<file path="config.mk">
export PLATFORM = sky130hd
export DESIGN_NAME = if_fetch
export DESIGN_NICKNAME = d
export VERILOG_FILES = /design/src/rtl/if_fetch.sv
export SDC_FILE = /design/constraint.sdc
export NUM_CORES = 1
export LEC_CHECK = 0
export CORE_UTILIZATION = 45
export CTS_BUF_LIST = sky130_fd_sc_hd__clkbuf_16
export CTS_CLUSTER_DIAMETER = 150
export DETAILED_ROUTE_END_ITERATION = 6
export PLACE_DENSITY = 0.74
export RECOVER_POWER = 50
export SYNTH_ARGS = -nofsm -noshare
export SYNTH_HDL_FRONTEND = slang
export SYNTH_SLANG_ARGS = --single-unit
</file>
<file path="constraint.sdc">
create_clock -name clk -period 5.2 [get_ports clk]
set_input_delay 1.04 -clock clk [delete_from_list [all_inputs] [get_ports clk]]
set_output_delay 1.04 -clock clk [all_outputs]
set_load 0.05 [all_outputs]
</file>
<file path="src/rtl/if_fetch.sv">
// Instruction fetch stage: owns the fetch PC, keeps one imem request in flight,
// and hands {pc, inst} to decode through a one-entry registered slot.
module if_fetch #(
  parameter logic [63:0] PC_START = 64'h8000_0000
) (
  input  logic        clk,
  input  logic        rst,
  input  logic        redirect_valid,
  input  logic [63:0] redirect_pc,
  output logic        imem_req_valid,
  input  logic        imem_req_ready,
  output logic [63:0] imem_req_addr,
  input  logic        imem_resp_valid,
  input  logic [31:0] imem_resp_data,
  output logic        if_valid,
  input  logic        if_ready,
  output logic [63:0] if_pc,
  output logic [31:0] if_inst,
  output logic [63:0] fetch_cnt
);

  typedef enum logic [1:0] {
    S_REQ,
    S_WAIT,
    S_WAIT_DROP
  } state_t;

  state_t      state;
  state_t      state_n;
  logic [63:0] pc;
  logic [63:0] pc_n;
  logic [63:0] req_pc;
  logic [63:0] req_pc_n;
  logic        if_valid_n;
  logic [63:0] if_pc_n;
  logic [31:0] if_inst_n;
  logic [63:0] fetch_cnt_n;
  logic        req_fire;
  logic        drain;

  // Only request when the slot is free or leaving, so a response always has room.
  assign imem_req_valid = !rst && (state == S_REQ) && (!if_valid || if_ready);
  assign imem_req_addr  = pc;
  assign req_fire       = imem_req_valid && imem_req_ready;
  assign drain          = if_valid && if_ready;

  always_ff @(posedge clk) begin
    if (rst) begin
      state     <= S_REQ;
      pc        <= {PC_START[63:2], 2'b00};
      req_pc    <= {PC_START[63:2], 2'b00};
      if_valid  <= 1'b0;
      if_pc     <= 64'd0;
      if_inst   <= 32'd0;
      fetch_cnt <= 64'd0;
    end else begin
      state     <= state_n;
      pc        <= pc_n;
      req_pc    <= req_pc_n;
      if_valid  <= if_valid_n;
      if_pc     <= if_pc_n;
      if_inst   <= if_inst_n;
      fetch_cnt <= fetch_cnt_n;
    end
  end

  always_comb begin
    state_n     = state;
    pc_n        = pc;
    req_pc_n    = req_pc;
    if_valid_n  = if_valid;
    if_pc_n     = if_pc;
    if_inst_n   = if_inst;
    fetch_cnt_n = fetch_cnt;

    if (drain) begin
      if_valid_n = 1'b0;
      if (!redirect_valid) begin
        fetch_cnt_n = fetch_cnt + 64'd1;
      end
    end

    case (state)
      S_REQ: begin
        if (req_fire) begin
          req_pc_n = pc;
          state_n  = redirect_valid ? S_WAIT_DROP : S_WAIT;
        end
      end
      S_WAIT: begin
        if (imem_resp_valid) begin
          state_n = S_REQ;
          if (!redirect_valid) begin
            if_valid_n = 1'b1;
            if_pc_n    = req_pc;
            if_inst_n  = imem_resp_data;
            pc_n       = req_pc + 64'd4;
          end
        end else if (redirect_valid) begin
          state_n = S_WAIT_DROP;
        end
      end
      S_WAIT_DROP: begin
        if (imem_resp_valid) begin
          state_n = S_REQ;
        end
      end
      default: begin
        state_n = S_REQ;
      end
    endcase

    // A redirect wins over every other update: new target, slot flushed.
    if (redirect_valid) begin
      pc_n       = {redirect_pc[63:2], 2'b00};
      if_valid_n = 1'b0;
    end
  end

endmodule

</file>
==> qor.yml <==
outcome: "finished with violations"
violations: "max-capacitance violations, max-slew violations"
first_iter_violations: 820
ios: 328
routedWlPerCell_um: 16.7
cts.sinks: 291
area_growth_pct: 33.8
clock_latency_ps: 510
r2r_start: "state[1]"
p_int_mw: 3.80
arrival_ps: 4490
tns_ps: 0
antenna_found_initial: 4
synth_cells: 1620
regToRegSetupSlack_ps: 1860
post-route-period-util_pct: 79.2
multi_input_area_um2: 6570
hp-class: "reg2reg"
synth.distinct_cells: 56
power.share.clock_pct: 44.5
syn_nets: 1724
whs_path_depth: 2
cts_buffer_depth: 3
rsz0062_at_grt: "no"
initial_core_util_pct: 46.4
seqPwrFrac_pct: 46.3
fillers: 2500
netlist_area_um2: 13000
path_class: "in2reg"
core_um2: 28100
setup_violations: 0
routed_wl_um: 38100
skew_ps: 16.9
die_area_um2: 29600
vias: 12300
first_pass_iters: 7
clock-root-buffer: "clkbuf_16"
dieWidth_um: 172
drc_errors: 0
post_cts_buffers: 0
grt_usage_pct: 25.3
hold_buffers: 0
core.rowCount: 61
regArea_um2: 5830
p_leak_nw: 6.50
dp_slack_ps: 1440
grt_max_degree: 94
setup_ws_ps: 1080
yosys_warnings: 0
h-tree-depth: 2
grt_overflow: 0
p_per_area_nw_per_um2: 292
grt_pass1_vias: 11500
reg2reg_depth: 4
fin_crit_ps: 4120
final_nets: 1984
holdPathEnd: "if_inst[31]"
tritoncts: "yes"
worst_pin_slew_ps: 2960
ys_seq_area_share_pct: 44.7
hold_viol: 0
comb_power_share_pct: 9.2
synth_seq_cells: 291
vdd.ir_drop.worst_mv: 0.185
swShare_pct: 25.3
startpoint_type: "primary input"
tritoncts.num_buffers: 34
clkTransAtPathRegs_ps: 60
dp.cells: 2222
r2r-end: "req_pc[57]"
fmax_mhz: 243
post_cts_resized: 0
grt_pass1_wl_um: 60000
worstHoldStart: "if_inst[31]"
drv_slew: 193
synth.avg_cell_area_um2: 8.04
drive_gt1_share_pct: 5.62
vias_per_cell: 5.36
gp_congestion: 0.822
max_cap_violations: 4
dp_hpwl_um: 25700
die_h_um: 172
final_antenna_net_count: 0
slew_headroom_pct: -97.2
io_buffer_count: 325
path_max_fanout: 65
required_ps: 5570
power.switching_mw: 1.29
final_util_pct: 62.0
finalNonFillerCells: 2285
end_kind: "flop"
## state kept, by name, summed over array words and instances, names as in the netlist
| signal | flops |
|---|---|
| if_pc | 64 |
| if_valid | 1 |
| fetch_cnt | 64 |
| req_pc | 64 |
| state | 2 |
| imem_req_addr | 64 |
| if_inst | 32 |
## critical path: stages
cell,delay [ps]
buf_4,120
buf_4,540
clkbuf_1,2130
nor3b_1,190
a221oi_1,340
nor2_1,70
## logic make-up (layout without fill, tap and decap cells)
group,Yosys count,count (layout),share of synthesized area [%]
multiplexers,18,18,1.59
XOR/XNOR,95,95,6.39
other,0,2,0
adder cells (fa/ha/maj),2,2,0.192
AND/OR/NAND/NOR,749,749,28.8
AO/OA/AOI/OAI,314,314,13.5
buffers and inverters,151,436,4.75
flip-flops,291,291,44.7
## layer usage
layer | part of all wire [%] | global-route usage, %
met1 | 43 | 33.0
met2 | 46 | 40.4
met3 | 8.4 | 7.30
met4 | 2.1 | 7.27
met5 | 0.034 | 0
## cell type report
type | count | area share [%]
Sequential cell | 291 | 33.4
Antenna cell | 2 | 0.0287
Clock buffer | 37 | 5.31
Timing Repair Buffer | 337 | 19.2
Multi-Input combinational cell | 1178 | 37.7
Inverter | 38 | 0.819
Tap cell | 378 | 2.71
Clock inverter | 24 | 0.769
## worst max path at each step
stage | startpoint | to | slack [ps] | cells past startpoint
after floorplan | redirect_valid | fetch_cnt[59] | 2420 | 8
after global placement | if_ready | imem_req_valid | 1440 | 4
after detailed placement | if_ready | fetch_cnt[63] | 1440 | 7
after CTS | if_ready | imem_req_valid | 1420 | 4
after global routing | redirect_valid | imem_req_addr[19] | 750 | 6
final | redirect_valid | imem_req_addr[19] | 1080 | 6
## power by group through the flow
stage	clock, mW	sequential, mW	combinational, mW
final	2.26	2.35	0.468
after CTS	2.31	2.35	0.478
after global placement	0	2.40	0.471
after global routing	2.40	2.36	0.503
after detailed placement	0	2.40	0.476
after floorplan	0	2.50	0.177
## layout by cell type, fill, tap and decap left out, types with 12 or more instances in the layout
| master | n |
|---|---|
| nand2_1 | 315 |
| dfxtp_1 | 291 |
| a21oi_1 | 179 |
| clkdlybuf4s50_1 | 165 |
| dlygate4sd3_1 | 158 |
| nor2_1 | 153 |
| xnor2_1 | 69 |
| o21ai_0 | 66 |
| nand2b_1 | 60 |
| inv_1 | 46 |
| nand3_1 | 42 |
| clkbuf_16 | 37 |
| nand4_1 | 32 |
| nor3_1 | 29 |
| xor2_1 | 26 |
| o31ai_1 | 26 |
| nor4_1 | 16 |
| and3_1 | 16 |
| a211oi_1 | 16 |
| nor2b_1 | 15 |
| and4_1 | 14 |
| mux2_2 | 12 |
## metrics by stage
stage | instance area (um2) | power [mW] | hold slack (ps)
final | 17400 | 5.08 | 449
after global routing | 17400 | 5.27 | 472
after CTS | 17500 | 5.14 | 453
after detailed placement | 16400 | 2.88 | 445
after global placement | 16400 | 2.87 | 441
after floorplan | 13000 | 2.67 | 446
## synth_stat cells (all sizes together)
master | number | area share, %
nand2b | 61 | 2.9
a311oi | 1 | 0.067
nand3b | 2 | 0.12
a2111oi | 1 | 0.12
or2 | 1 | 0.048
a21oi | 179 | 6.9
mux2i | 3 | 0.23
ha | 2 | 0.19
buf | 30 | 1.2
nand4 | 41 | 2.7
a211o | 2 | 0.13
xor2 | 26 | 1.7
or3 | 10 | 0.56
o22ai | 8 | 0.38
clkbuf | 82 | 2.4
nor4 | 26 | 2.3
and3 | 16 | 0.77
o31ai | 26 | 1.5
nor2 | 155 | 4.5
nand2 | 316 | 9.1
dlygate4sd1 | 1 | 0.067
and4 | 14 | 0.94
and3b | 2 | 0.13
mux2 | 15 | 1.4
nor3 | 31 | 1.3
o32ai | 6 | 0.40
and2 | 6 | 0.29
dfxtp | 291 | 45
a221oi | 4 | 0.27
a31o | 5 | 0.34
nand3 | 45 | 1.8
nand4b | 1 | 0.067
xnor2 | 69 | 4.6
inv | 38 | 1.1
nor2b | 15 | 0.72
and2b | 1 | 0.058
a211oi | 16 | 0.92
o21ai | 66 | 2.5
nor3b | 6 | 0.38
Power figures use the tool's default switching activity.
